**config.mk**
```make
export PLATFORM = sky130hd
export DESIGN_NAME = hamming_scrubber
export DESIGN_NICKNAME = d
export VERILOG_FILES = /design/src/rtl/hamming_scrubber.sv
export SDC_FILE = /design/constraint.sdc
export NUM_CORES = 1
export LEC_CHECK = 0
export ABC_AREA = 1
export BUFFER_PORTS_ARGS = -buffer_cell sky130_fd_sc_hd__buf_2
export CAP_MARGIN = 20
export CORE_MARGIN = 10
export CORE_UTILIZATION = 54
export CTS_BUF_LIST = sky130_fd_sc_hd__clkbuf_8 sky130_fd_sc_hd__clkbuf_16
export CTS_CLUSTER_DIAMETER = 80
export CTS_CLUSTER_SIZE = 24
export DETAILED_ROUTE_END_ITERATION = 10
export GPL_TIMING_DRIVEN = 1
export PLACE_DENSITY = 0.78
export SYNTH_ARGS = -nofsm -noshare
export SYNTH_HDL_FRONTEND = slang
export SYNTH_SLANG_ARGS = --single-unit
```
**constraint.sdc**
```tcl
create_clock -name clk -period 2.3 [get_ports clk]
set_clock_uncertainty 0.05 [all_clocks]
set_input_delay 0.345 -clock clk [delete_from_list [all_inputs] [get_ports clk]]
set_output_delay 0.345 -clock clk [all_outputs]
set_load 0.01 [all_outputs]
```
**src/rtl/hamming_scrubber.sv**
```systemverilog
// Background ECC scrubber for a memory of Hamming(7,4) codewords.
// Sweeps addresses 0..DEPTH-1: read, compute syndrome, write back the
// corrected codeword on a single-bit error, then move to the next address.
// Optional feature macro: HAMMING_SECDED_EN (adds overall parity bit p0,
// 8-bit memory data and an uncorrectable-error counter uncorr_cnt).
`timescale 1ns/1ps
module hamming_scrubber #(
  parameter int ADDR_W = 4,
  parameter int DEPTH  = 16,
  parameter int CNT_W  = 8
) (
  input  logic              clk,
  input  logic              rst_n,
  input  logic              start,
  input  logic              abort,
  output logic              busy,
  output logic              done,
  output logic              mem_req,
  output logic              mem_we,
  output logic [ADDR_W-1:0] mem_addr,
`ifdef HAMMING_SECDED_EN
  output logic [7:0]        mem_wdata,
  input  logic [7:0]        mem_rdata,
`else
  output logic [6:0]        mem_wdata,
  input  logic [6:0]        mem_rdata,
`endif
  input  logic              mem_ack,
  output logic [CNT_W-1:0]  corr_cnt,
`ifdef HAMMING_SECDED_EN
  output logic [CNT_W-1:0]  uncorr_cnt,
`endif
  output logic [ADDR_W-1:0] last_err_addr,
  output logic [2:0]        last_err_pos
);

`ifdef HAMMING_SECDED_EN
  localparam int CW = 8;
`else
  localparam int CW = 7;
`endif

  localparam logic [ADDR_W-1:0] LAST_ADDR = ADDR_W'(DEPTH - 1);

  typedef enum logic [2:0] {IDLE, RD, CHK, WR, NEXT, FIN} state_t;

  state_t          state_q, state_d;
  logic [CW-1:0]   rdata_p0;
  logic [2:0]      syn;
  logic [6:0]      fixed;
  logic            do_fix;
  logic            do_uncorr;
  logic [CW-1:0]   wfix;

  // Even-parity syndrome; bit i-1 of cw holds codeword position i.
  function automatic logic [2:0] syndrome(input logic [6:0] cw);
    logic s1, s2, s4;
    s1 = cw[0] ^ cw[2] ^ cw[4] ^ cw[6];
    s2 = cw[1] ^ cw[2] ^ cw[5] ^ cw[6];
    s4 = cw[3] ^ cw[4] ^ cw[5] ^ cw[6];
    return {s4, s2, s1};
  endfunction

  // Invert the codeword bit at position pos (1..7); pos 0 leaves it intact.
  function automatic logic [6:0] flip_pos(input logic [6:0] cw, input logic [2:0] pos);
    logic [6:0] mask;
    mask = '0;
    if (pos != 3'd0) mask[pos - 3'd1] = 1'b1;
    return cw ^ mask;
  endfunction

  // Increment that sticks at all-ones instead of wrapping.
  function automatic logic [CNT_W-1:0] sat_inc(input logic [CNT_W-1:0] c);
    return (&c) ? c : c + CNT_W'(1);
  endfunction

  // Decode the captured read word into a correction decision.
  always_comb begin
    syn       = syndrome(rdata_p0[6:0]);
    fixed     = flip_pos(rdata_p0[6:0], syn);
`ifdef HAMMING_SECDED_EN
    do_fix    = ^rdata_p0;
    do_uncorr = (syn != 3'd0) && !(^rdata_p0);
    wfix      = {^fixed, fixed};
`else
    do_fix    = (syn != 3'd0);
    do_uncorr = 1'b0;
    wfix      = fixed;
`endif
  end

  // State register.
  always_ff @(posedge clk or negedge rst_n) begin
    if (!rst_n) state_q <= IDLE;
    else        state_q <= state_d;
  end

  // Next-state logic for the sweep sequencer.
  always_comb begin
    state_d = state_q;
    case (state_q)
      IDLE:    if (start) state_d = RD;
      RD:      if (mem_ack) state_d = CHK;
      CHK:     state_d = do_fix ? WR : NEXT;
      WR:      if (mem_ack) state_d = NEXT;
      NEXT:    state_d = (abort || mem_addr == LAST_ADDR) ? FIN : RD;
      FIN:     state_d = IDLE;
      default: state_d = IDLE;
    endcase
  end

  // Registered outputs, address walk and error bookkeeping.
  always_ff @(posedge clk or negedge rst_n) begin
    if (!rst_n) begin
      busy          <= 1'b0;
      done          <= 1'b0;
      mem_req       <= 1'b0;
      mem_we        <= 1'b0;
      mem_addr      <= '0;
      mem_wdata     <= '0;
      corr_cnt      <= '0;
`ifdef HAMMING_SECDED_EN
      uncorr_cnt    <= '0;
`endif
      last_err_addr <= '0;
      last_err_pos  <= '0;
    end else begin
      mem_req <= (state_d == RD) || (state_d == WR);
      mem_we  <= (state_d == WR);
      busy    <= (state_d == RD) || (state_d == CHK) || (state_d == WR) || (state_d == NEXT);
      done    <= (state_d == FIN);
      case (state_q)
        IDLE: begin
          if (start) begin
            mem_addr      <= '0;
            corr_cnt      <= '0;
`ifdef HAMMING_SECDED_EN
            uncorr_cnt    <= '0;
`endif
            last_err_addr <= '0;
            last_err_pos  <= '0;
          end
        end
        CHK: begin
          if (do_fix) begin
            mem_wdata     <= wfix;
            corr_cnt      <= sat_inc(corr_cnt);
            last_err_addr <= mem_addr;
            last_err_pos  <= syn;
          end
`ifdef HAMMING_SECDED_EN
          if (do_uncorr) begin
            uncorr_cnt   <= sat_inc(uncorr_cnt);
            last_err_pos <= 3'd0;
          end
`endif
        end
        NEXT: begin
          if (state_d == RD) mem_addr <= mem_addr + ADDR_W'(1);
        end
        default: ;
      endcase
    end
  end

  // Read data capture; pure datapath, no reset needed.
  always_ff @(posedge clk) begin
    if (state_q == RD && mem_ack) rdata_p0 <= mem_rdata;
  end

endmodule
```
After elaboration in Yosys (flattened, before gate mapping)
Cells that the tools add are included.
Widths: inputs -> output; s select.
{ "word_totals": {"register_bits": 40, "latch_bits": 0, "ram_bits": 0, "mem_bits_ro": 0, "inputBits": 12, "wordCells": 77, "n_memories": 0} }
{ "op_classes": {"n_addsub": 3, "mul": 0, "div": 0, "order_cmp": 2, "eq_ne": 14, "shift": 0, "n_mux": 21, "bitwise": 10, "reduce_logical": 16} }
{ "op_table": {"columns": ["cell", "n"], "rows": [
  ["$mux 8", 3],
  ["$mux 3", 7],
  ["$pmux 4 s2", 2],
  ["$pmux 8 s2", 1],
  ["$pmux 3 s5", 1],
  ["$eq 3x2->1 const B", 4],
  ["$mux 4", 3],
  ["$eq 3x3->1 const B", 3],
  ["$xor 1x1->1", 9],
  ["$add 8x1->8 const B", 1],
  ["$ne 2x2->1 const B", 4],
  ["$reduce_and 8->1", 1],
  ["$mux 7", 1],
  ["$xor 7x7->7", 1],
  ["$eq 3x1->1 const B", 2],
  ["$pmux 3 s2", 1],
  ["$reduce_and 3->1", 2],
  ["$logic_or 1x1->1", 5],
  ["$add 4x1->4 const B", 1],
  ["$eq 4x4->1 const B", 1],
  ["$lt 3x4->1 const B", 1],
  ["$reduce_and 4->1", 1],
  ["$reduce_bool 2->1", 2],
  ["$demux 1 s3", 1],
  ["other kinds (7)", 8]
]} }

Depth between registers and ports, before layout
Gate-level depths: netlist of run 1.
{ "depth": {"depth_word": 10, "mapped_depth": 14} }

Worst setup path before layout of run 1
Ideal clock, no wire load.
{ "synth_timing": {"path_type": "register to register", "startpoint": "register rdata_p0[4]", "endpoint": "register last_err_addr[2]", "setup_ns": 0.121, "arrival_ns": 1.909, "required_time_ns": 2.129, "path_slack_ns": 0.220, "stages_incl_launch_ff": 13, "path_buffers": 1, "path_cell_list": "edfxtp_1 > nand2_1 > inv_1 > nor2_1 > nand2_1 > nand2_2 > ha_1 > ha_1 > inv_1 > nand2_4 > clkinv_2 > buf_6 > a22o_1"} }
{ "synth_via": {"elab_chain_len": 6, "word_cells_on_any_way": 8, "classes_between": "eq/ne (1); bitwise (5); reduce/logical (2)"} }
{ "synth_lines": {"columns": ["element", "line_no", "source"], "rows": [
  ["from (decl)", "48", "logic [CW-1:0] rdata_p0;"],
  ["from (signal assigned)", "168", "if (state_q == RD && mem_ack) rdata_p0 <= mem_rdata;"],
  ["$xor 1x1->1 (3 in a row)", "60", "s4 = cw[3] ^ cw[4] ^ cw[5] ^ cw[6];"],
  ["$reduce_bool 3->1 (*)", "86", "do_fix = (syn != 3'd0);"],
  ["$ne 2x2->1 (no source line) (*)", null, null],
  ["$reduce_and 3->1 (no source line) (*)", null, null],
  ["to (signal assigned)", "148", "last_err_addr <= mem_addr;"],
  ["to (decl)", "33", "output logic [ADDR_W-1:0] last_err_addr,"]
]} }
Mark *: on every way between the ends. The rest lies on a longest branch, timed or not.
A chain may end at the register's enable or synchronous reset.

Final worst setup path of run 1
{ "layout_timing": {"startpoint": "register rdata_p0[2]", "endpoint": "register mem_wdata[4]"} }
{ "layout_via": {"elab_chain_len": 10, "word_cells_on_any_way": 16, "classes_between": "add/sub (1); order compare (2); mux (3); bitwise (7); reduce/logical (3)"} }
{ "layout_lines": {"columns": ["element", "line_no", "source"], "rows": [
  ["$xor 1x1->1 (on tied branches) (3 in a row)", "58, 59", null],
  ["$sub 3x1->3", "68", "if (pos != 3'd0) mask[pos - 3'd1] = 1'b1;"],
  ["$lt 3x4->1 (implied by the code) or $ge 3x1->1 (tied branches)", "68", null],
  ["$logic_and 1x1->1 (implied by the code)", "68", null],
  ["$mux 1 (implied by the code)", "68", null],
  ["$demux 1 s3", "68", null],
  ["$mux 7", "68", null],
  ["$xor 7x7->7", "69", "return cw ^ mask;"],
  ["to (signal assigned)", "146", "mem_wdata <= wfix;"],
  ["to (decl)", "25", "output logic [6:0] mem_wdata,"]
]} }
Several ways; a longest one is shown, not always the timed one.

==> results of run 1 <==
## cell usage after synthesis
cell,count
a21oi_2,1
a21boi_1,3
buf_6,2
nand4_1,5
clkinv_1,1
edfxtp_1,7
dfrtp_1,33
nand4_2,1
nand2_2,8
o21ai_2,5
xor2_1,4
inv_2,2
clkinv_2,1
nor3_4,1
a21oi_1,3
nand3_1,24
nand2_4,1
inv_1,28
a22o_1,4
nand2_1,67
nor2_2,1
or2_2,1
o211ai_1,1
or2_1,6
nor2_1,20
nor3_1,1
ha_1,4
o21ai_1,4
nand3_2,1
xnor2_1,6
## worst max path at each step
stage,slack (ns),cells past startpoint,to
global placement,0.14,11,mem_wdata[0]$_DFFE_PN0P_
finish,0.19,11,mem_wdata[4]$_DFFE_PN0P_
CTS,0.01,11,mem_wdata[0]$_DFFE_PN0P_
global route,0.01,13,busy$_DFF_PN0_
detailed placement,0.02,11,mem_wdata[0]$_DFFE_PN0P_
floorplan,0.22,12,last_err_addr[2]$_DFFE_PN0P_
## metal layers
metal,vias up,global-route usage (%),part of all wire (%)
li1,906,-,-
met1,829,16.2,43
met2,42,23.4,48
met3,9,4.32,6.7
met4,0,6.12,2.0
met5,-,0,0
## cells by family after synthesis
kind of cell | count (synthesis) | synth area share (%)
buffers and inverters | 34 | 6.84
adders and majority gates | 4 | 2.38
AOI/OAI and AO/OA | 21 | 7.26
and+or+nand+nor | 137 | 30.1
xor gates and xnor gates | 10 | 4.16
DFF | 40 | 49.3
## final cells by class
| type | count | area, um2 | area share [%] |
|---|---|---|---|
| clock buffers | 5 | 68.8 | 2.70 |
| clock inverters | 3 | 38.8 | 1.52 |
| inverters | 32 | 123 | 4.82 |
| multi-input cells | 172 | 931 | 36.6 |
| flip-flops and latches | 40 | 1040 | 40.7 |
| well taps | 48 | 60.1 | 2.36 |
| repair buffers | 52 | 288 | 11.3 |
## metrics by stage
step | hold WS, ns | area [um2]
floorplan | -0.000591 | 2100
global placement | 0.378 | 2390
detailed placement | 0.388 | 2390
CTS | 0.0630 | 2500
global route | 0.0945 | 2540
finish | 0.0382 | 2540
## sequential cells by signal, indices dropped and copies added (netlist names)
name	count
corr_cnt	8
mem_wdata	7
rdata_p0	7
last_err_addr	4
mem_addr	4
last_err_pos	3
state_q	3
busy	1
done	1
mem_req	1
mem_we	1
## power breakdown
part           total (mW)  internal (mW)  switching (mW)  leakage (nW)
sequential           1.04          0.906           0.130         0.492
combinational        1.34          0.504           0.834         0.821
clock               0.561          0.317           0.243        0.0593
## worst reg2reg max path, cell delays in order, from the launching register on
cell	delay [ns]
edfxtp_1	0.43
inv_1	0.14
nand2_1	0.06
nand2_1	0.10
xor2_1	0.20
ha_1	0.19
ha_2	0.29
nor2_1	0.23
nand3_1	0.11
nand2_1	0.06
nand2_1	0.05
a21boi_1	0.12
## repair_timing
item	4_1_cts	5_1_grt
hold buffers	0	0
resized for setup	0	4
setup buffers	0	5
setup endpoints to repair	0	12
==> flow_summary.yaml, run 1 <==
route:
  first_iter_violations: 90
  wirelength_mm: 4.61
  ant_nets: 0
  drtPass1Iterations: 4
  via_per_inst: 5.07
  avgRoutedWirePerCell_um: 13.1
  drcViolationCount: 0
  vias: 1786
synth:
  synth_area_leaders: "dfrtp_1 (39%), nand2_1 (12%), edfxtp_1 (10%)"
  synth_top_area_cell: "dfrtp_1"
  yosys_warnings: 0
  postSynthAreaPerCell_um2: 8.55
  ys_ff_latch: 40
  syn_area_um2: 2100
  yosysSeqAreaShare_pct: 49.3
  synth.net_count: 262
  yosysUniqueCellTypes: 30
  yosysTopAreaCellShare_pct: 39.3
  synth_cells: 246
cts:
  h-tree-depth: 2
  cts_sinks: 40
  ctsLongestPathBuffers: 2
  clk_pin_slew_ns: 0.08
  cts_tree: "done"
  clock-root-buffer: "clkbuf_8"
  cts_buffers: 5
  clock_latency_ns: 0.30
timing:
  worst_pin_slew_ns: 0.704
  fin_crit_sh_pct: 91.9
  fin_setup_tns_ns: 0
  drv_slew: 0
  setup_violations: 0
  rsz0062_at_grt: "no"
  hold_viol: 0
  finalCriticalPeriod_ns: 2.11
  slew_headroom_pct: 53.1
  fmax_ghz: 0.473
  setup_slack_ns: 0.186
place:
  globalplace.congestion: 0.838
  port_buffers: 41
  dp_hpwl_mm: 3.37
  placed_cells: 339
  place_ws_ns: 0.0229
setup_path:
  arrival_ns: 2.29
  crit_path_start: "rdata_p0[2]$_DFFE_PP_"
  crit_chain: "inv_1 -> nand2_1 -> nand2_1 -> xor2_1 -> ha_1 -> ha_2 -> nor2_1 -> nand3_1 -> nand2_1 -> nand2_1 -> a21boi_1"
  path_class: "flip-flop to flip-flop"
  slowest_stage: "edfxtp_1"
  r2r.worst_path.cells: 11
  slowest_delay_ns: 0.43
  cp_common_cell: "nand2_1"
  rr_endpoint: "mem_wdata[4]$_DFFE_PN0P_"
  crit_family: "simple AND/OR/NAND/NOR gates"
  path_buf_inv: 1
  critPathRequiredTime_ns: 2.48
  cp-start-kind: "flip-flop"
  r2r_setup_slack_ns: 0.19
  worstPathMaxFanout: 4
  end_kind: "flip-flop"
  reg2reg_from: "rdata_p0[2]$_DFFE_PP_"
grt:
  grt_pass1_wl_mm: 7.37
  grt_max_degree: 34
  antenna_found_initial: 0
  grt_pass1_vias: 1652
  grt-ovfl-total: 0
  grt_use_total_pct: 14.0
finish:
  drive_gt1_share_pct: 28.0
  fill_cells: 307
  n_antenna_cell: 0
  syn_to_final_growth_pct: 21.0
  postLayoutCoreUtil_pct: 68.5
  mostFrequentLayoutCells: "nand2_1 (67), buf_2 (41), dfrtp_1 (33), inv_1 (29), nand3_1 (24)"
  layoutNonFillerInstCount: 352
  layout_commonest_cell: "nand2_1"
  fin_nets: 319
job:
  cap_violations: 0
floorplan:
  die_h_um: 82.4
  fp.dieArea_um2: 6790
  num_rows: 22
  io_pins: 42
  fp.dieW_um: 82.4
  coreArea_um2: 3720
  start_util_pct: 56.6
power_and_ir_drop:
  peakVddDrop_v: 0.000607
  p_total_mw: 2.94
  power.density_nw_per_um2: 1150
  power_leakage_nw: 1.37
min_path:
  hp-class: "primary input to async pin"
run_status:
  outcome: "completed"
Power figures use the tool's default switching activity.
==> inputs of run 2 (changes only) <==
- GPL_ROUTABILITY_DRIVEN: not set -> 0
- RECOVER_POWER: not set -> 25
==> run 2 against run 1 <==
Effect of this change:
- non-clock buffer count stayed put
- the flow now finishes with violations (capacitance limit, slew limit)
- worst hold slack better by 0.13 ns
- final cell count is the same
- die area unchanged
- routed wire length is essentially flat
- critical endpoint unchanged
- combinational power hardly changed
- highest routed layer unchanged
- count of clock-buffer cells in the layout stayed put
- utilization about the same
==> flow_summary.yaml, run 2 (synthesis results as in run 1) <==
run_status:
  outcome: "finished, violations left"
  failed_checks: "capacitance limit, slew limit"
floorplan:
  die_h_um: 82.4
  fp.dieArea_um2: 6790
  start_util_pct: 56.6
  coreArea_um2: 3720
  io_pins: 42
  fp.dieW_um: 82.4
  num_rows: 22
setup_path:
  cp_common_cell: "nand2_1"
  slowest_stage: "edfxtp_1"
  critPathRequiredTime_ns: 2.48
  path_class: "flip-flop to flip-flop"
  cp-start-kind: "flip-flop"
  end_kind: "flip-flop"
  worstPathMaxFanout: 4
  crit_chain: "inv_1 -> nand2_1 -> nand2_1 -> xor2_1 -> ha_1 -> ha_2 -> nor2_1 -> nand3_1 -> nand2_1 -> nand2_1 -> a21boi_1"
  slowest_delay_ns: 0.43
  arrival_ns: 2.29
timing:
  drv_slew: 34
  rsz0062_at_grt: "no"
  slew_headroom_pct: -12.1
  hold_viol: 0
  whs_ns: 0.168
  worst_pin_slew_ns: 1.68
  setup_violations: 0
  fin_setup_tns_ns: 0
  fmax_ghz: 0.473
  finalCriticalPeriod_ns: 2.11
  fin_crit_sh_pct: 91.9
route:
  ant_nets: 0
  drcViolationCount: 0
  first_iter_violations: 90
  via_per_inst: 5.07
  avgRoutedWirePerCell_um: 13.1
  vias: 1786
  wirelength_mm: 4.61
  drtPass1Iterations: 4
cts:
  clock-root-buffer: "clkbuf_8"
  h-tree-depth: 2
  cts_sinks: 40
  cts_buffers: 5
  ctsLongestPathBuffers: 2
  clock_latency_ns: 0.30
  cts_hold_buffers: 0
  clk_pin_slew_ns: 0.07
  cts_tree: "done"
finish:
  postLayoutCoreUtil_pct: 68.5
  largest_reg_flops: 8
  drive_gt1_share_pct: 27.6
  reg.largest.list: "corr_cnt (8), mem_wdata (7), rdata_p0 (7)"
  layout_commonest_cell: "nand2_1"
  fin_nets: 319
  syn_to_final_growth_pct: 20.9
  n_antenna_cell: 0
  mostFrequentLayoutCells: "nand2_1 (67), buf_2 (40), dfrtp_1 (33), inv_1 (29), nand3_1 (24)"
  regMostFlops: "corr_cnt"
job:
  cap_violations: 1
place:
  dp_hpwl_mm: 3.37
  port_buffers: 41
power_and_ir_drop:
  peakVddDrop_v: 0.000607
  power_leakage_nw: 1.37
  power.density_nw_per_um2: 1150
grt:
  grt_pass1_wl_mm: 7.37
  grt_use_total_pct: 14.0
  grt_max_degree: 34
  grt_pass1_vias: 1652
  antenna_found_initial: 0
  grt-ovfl-total: 0
min_path:
  hp-class: "primary input to flip-flop"
[run 2: final timing paths]
check | slack [ns] | from | to | cells after the start
setup / recovery | 0.19 | rdata_p0[2]$_DFFE_PP_ | mem_wdata[4]$_DFFE_PN0P_ | 11
hold / removal | 0.17 | mem_rdata[1] | rdata_p0[1]$_DFFE_PP_ | 1
setup reg to reg | 0.19 | rdata_p0[2]$_DFFE_PP_ | mem_wdata[4]$_DFFE_PN0P_ | 11
hold reg to reg | 0.46 | last_err_addr[1]$_DFFE_PN0P_ | last_err_addr[1]$_DFFE_PN0P_ | 1
max in group asynchronous | 0.81 | rst_n | state_q[2]$_DFF_PN0_ | 1
min in group asynchronous | 0.42 | rst_n | state_q[0]$_DFF_PN0_ | 1
[run 2: final cells by class]
cell class / count / area, um2
well taps: 48 / 60.1
multi-input cells: 172 / 931
fillers: 308 / 1170
flip-flops and latches: 40 / 1040
inverters: 32 / 123
repair buffers: 52 / 287
clock buffers: 5 / 68.8
clock inverters: 3 / 38.8
[run 2: repair_timing]
| item | 4_1_cts | 5_1_grt |
|---|---|---|
| resized for setup | 0 | 4 |
| endpoints found under the setup margin | 0 | 12 |
| buffers inserted | 0 | 5 |
[run 2: critical path: cells and delay by family (launching register included)]
kind	cells	cell delay (ns)
buffers and inverters	1	0.14
AND/OR/NAND/NOR	6	0.61
adder cells (fa/ha/maj)	2	0.48
AO/OA/AOI/OAI	1	0.11
flip-flops	1	0.43
XOR/XNOR	1	0.20
[run 2: where the power goes]
part | internal [mW] | leakage (nW) | total, mW | switching [mW]
Combinational | 0.504 | 0.818 | 1.34 | 0.834
Sequential | 0.906 | 0.492 | 1.04 | 0.130
Clock | 0.317 | 0.0593 | 0.561 | 0.243
[run 2: metal layers]
metal	wire, um	track usage [%]
met1	2000	16.2
met2	2210	23.4
met3	310	4.32
met4	90	6.12
met5	0	0
[run 2: per-stage QoR]
stage | power, mW | cell area, um2 | std cells | setup WS [ns]
after global placement | 2.30 | 2390 | 339 | 0.144
final | 2.93 | 2540 | 352 | 0.186
after global routing | 3.16 | 2540 | 352 | 0.0106
after detailed placement | 2.34 | 2390 | 339 | 0.0229
after floorplan | 1.97 | 2100 | 246 | 0.220
after CTS | 2.91 | 2500 | 347 | 0.0119
==> inputs of run 3 (changes only) <==
- CORE_UTILIZATION: 54 -> 55
- CTS_BUF_LIST: sky130_fd_sc_hd__clkbuf_8 sky130_fd_sc_hd__clkbuf_16 -> sky130_fd_sc_hd__clkbuf_4 sky130_fd_sc_hd__clkbuf_8
- PLACE_DENSITY: 0.78 -> 0.79
==> run 3 against run 2 <==
Effect of this change:
- the run still ends with capacitance limit, slew limit left
- combinational power is essentially flat
- critical path depth grew 1
- count of clock-buffer cells in the layout grew 1
- routed wire length shrank 2.5%
- utilization grew 0.48 points
- power grew 3.1%
- register-to-register slack lost 0.06 ns
- clock power grew 22%
- final cell count shrank 1.4%
- design area is essentially flat
- first-iteration DRC count grew 19%
- global-route usage grew 0.42 points
==> flow_summary.yaml, run 3 (synthesis results as in run 1) <==
run_status:
  outcome: "finished, violations left"
  failed_checks: "capacitance limit, slew limit"
grt:
  antenna_found_initial: 0
  grt_pass1_wl_mm: 7.72
  grt-ovfl-total: 0
  grt_max_degree: 34
  grt_pass1_vias: 1722
  grt_use_total_pct: 14.4
route:
  avgRoutedWirePerCell_um: 12.9
  wirelength_mm: 4.49
  via_per_inst: 4.98
  drcViolationCount: 0
  ant_nets: 0
  drtPass1Iterations: 4
  first_iter_violations: 107
  vias: 1729
finish:
  largest_reg_flops: 8
  fin_nets: 314
  regArea_um2: 1040
  postLayoutCoreUtil_pct: 68.9
  multi_input_area_um2: 936
  fill_cells: 309
  mostFrequentLayoutCells: "nand2_1 (67), buf_2 (40), dfrtp_1 (33), inv_1 (27), nand3_1 (24)"
  final_cell_area_um2: 2540
  drive_gt1_share_pct: 27.1
  n_antenna_cell: 0
  regMostFlops: "corr_cnt"
  layoutNonFillerInstCount: 347
  layout_commonest_cell: "nand2_1"
  syn_to_final_growth_pct: 20.9
  reg.largest.list: "corr_cnt (8), mem_wdata (7), rdata_p0 (7)"
timing:
  finalCriticalPeriod_ns: 2.17
  hold_viol: 0
  rsz0062_at_grt: "yes"
  whs_ns: 0.175
  setup_violations: 0
  worst_pin_slew_ns: 1.74
  fin_crit_sh_pct: 94.3
  fin_setup_tns_ns: 0
  fmax_ghz: 0.461
  slew_headroom_pct: -15.8
  setup_slack_ns: 0.130
  drv_slew: 34
setup_path:
  end_kind: "flip-flop"
  reg2reg_from: "rdata_p0[2]$_DFFE_PP_"
  critPathRequiredTime_ns: 2.47
  arrival_ns: 2.34
  worstPathMaxFanout: 5
  path_class: "flip-flop to flip-flop"
  cp-start-kind: "flip-flop"
  crit_path_start: "rdata_p0[2]$_DFFE_PP_"
min_path:
  hold_path_startpoint: "mem_rdata[3]"
  hp-class: "primary input to flip-flop"
floorplan:
  fp.dieArea_um2: 6700
  start_util_pct: 57.0
  die_h_um: 81.8
  fp.dieW_um: 81.8
  coreArea_um2: 3690
  num_rows: 22
  io_pins: 42
power_and_ir_drop:
  power.density_nw_per_um2: 1190
  peakVddDrop_v: 0.000660
  p_total_mw: 3.03
  power_leakage_nw: 1.36
cts:
  clk_pin_slew_ns: 0.07
  clock-root-buffer: "clkbuf_8"
  cts_hold_buffers: 0
  cts_buffers: 5
  cts_tree: "done"
  clock_latency_ns: 0.29
  cts_sinks: 40
  h-tree-depth: 2
  ctsLongestPathBuffers: 2
place:
  place_ws_ns: 0.0289
  port_buffers: 41
  place_area_um2: 2380
  placed_cells: 338
  dp_hpwl_mm: 3.45
job:
  cap_violations: 1
==> run 3: cell count changes in the layout (fill, tap and decap cells not counted), sizes merged <==
cell    delta
buf        -5
bufinv     +1
clkbuf     +1
inv        -2
==> run 3: per-layer routing <==
layer  vias to the layer above  global-route usage (%)  share of wire [%]
met2                        47                    24.7                 49
met4                         0                    4.25               0.85
met3                         4                    4.80                6.7
li1                        896                       -                  -
met5                         -                       0                  0
met1                       782                    16.8                 43
==> run 3: final cells by class <==
type	count	share of cell area [%]
repair buffers	47	9.79
inverters	32	4.92
multi-input cells	172	36.8
clock buffers	6	3.00
well taps	48	2.36
clock inverters	2	2.36
flip-flops and latches	40	40.7
==> run 3: where the power goes <==
| part | internal [mW] | total, mW | switching (mW) |
|---|---|---|---|
| Combinational | 0.479 | 1.31 | 0.833 |
| Sequential | 0.906 | 1.03 | 0.123 |
| Clock | 0.445 | 0.686 | 0.240 |
==> run 3: path summary, 6_finish.rpt <==
check | end | slack [ns] | depth (start not counted)
worst min-delay path | rdata_p0[3]$_DFFE_PP_ | 0.18 | 1
max in group asynchronous | mem_wdata[5]$_DFFE_PN0P_ | 0.74 | 1
min in group asynchronous | corr_cnt[5]$_DFFE_PN0P_ | 0.45 | 1
worst min register to register | last_err_addr[2]$_DFFE_PN0P_ | 0.46 | 1
worst max-delay path | mem_wdata[4]$_DFFE_PN0P_ | 0.13 | 12
worst max register to register | mem_wdata[4]$_DFFE_PN0P_ | 0.13 | 12
==> run 3: timing repair <==
item / in CTS / in global routing
buffers inserted: 0 / 1
cloned: 0 / 0
endpoints found under the setup margin: 4 / 8
resized for setup: 1 / 4
==> run 3: worst max-delay path: stages, from the launching register on <==
cell and delay, ns:
edfxtp_1 0.43, inv_2 0.08, nand2_1 0.07, nand2_1 0.12, nand2_1 0.14, nand2_2 0.08
ha_1 0.20, ha_1 0.33, nor2_1 0.25, nand3_1 0.12, nand2_1 0.06, nand2_1 0.06
a21boi_1 0.12
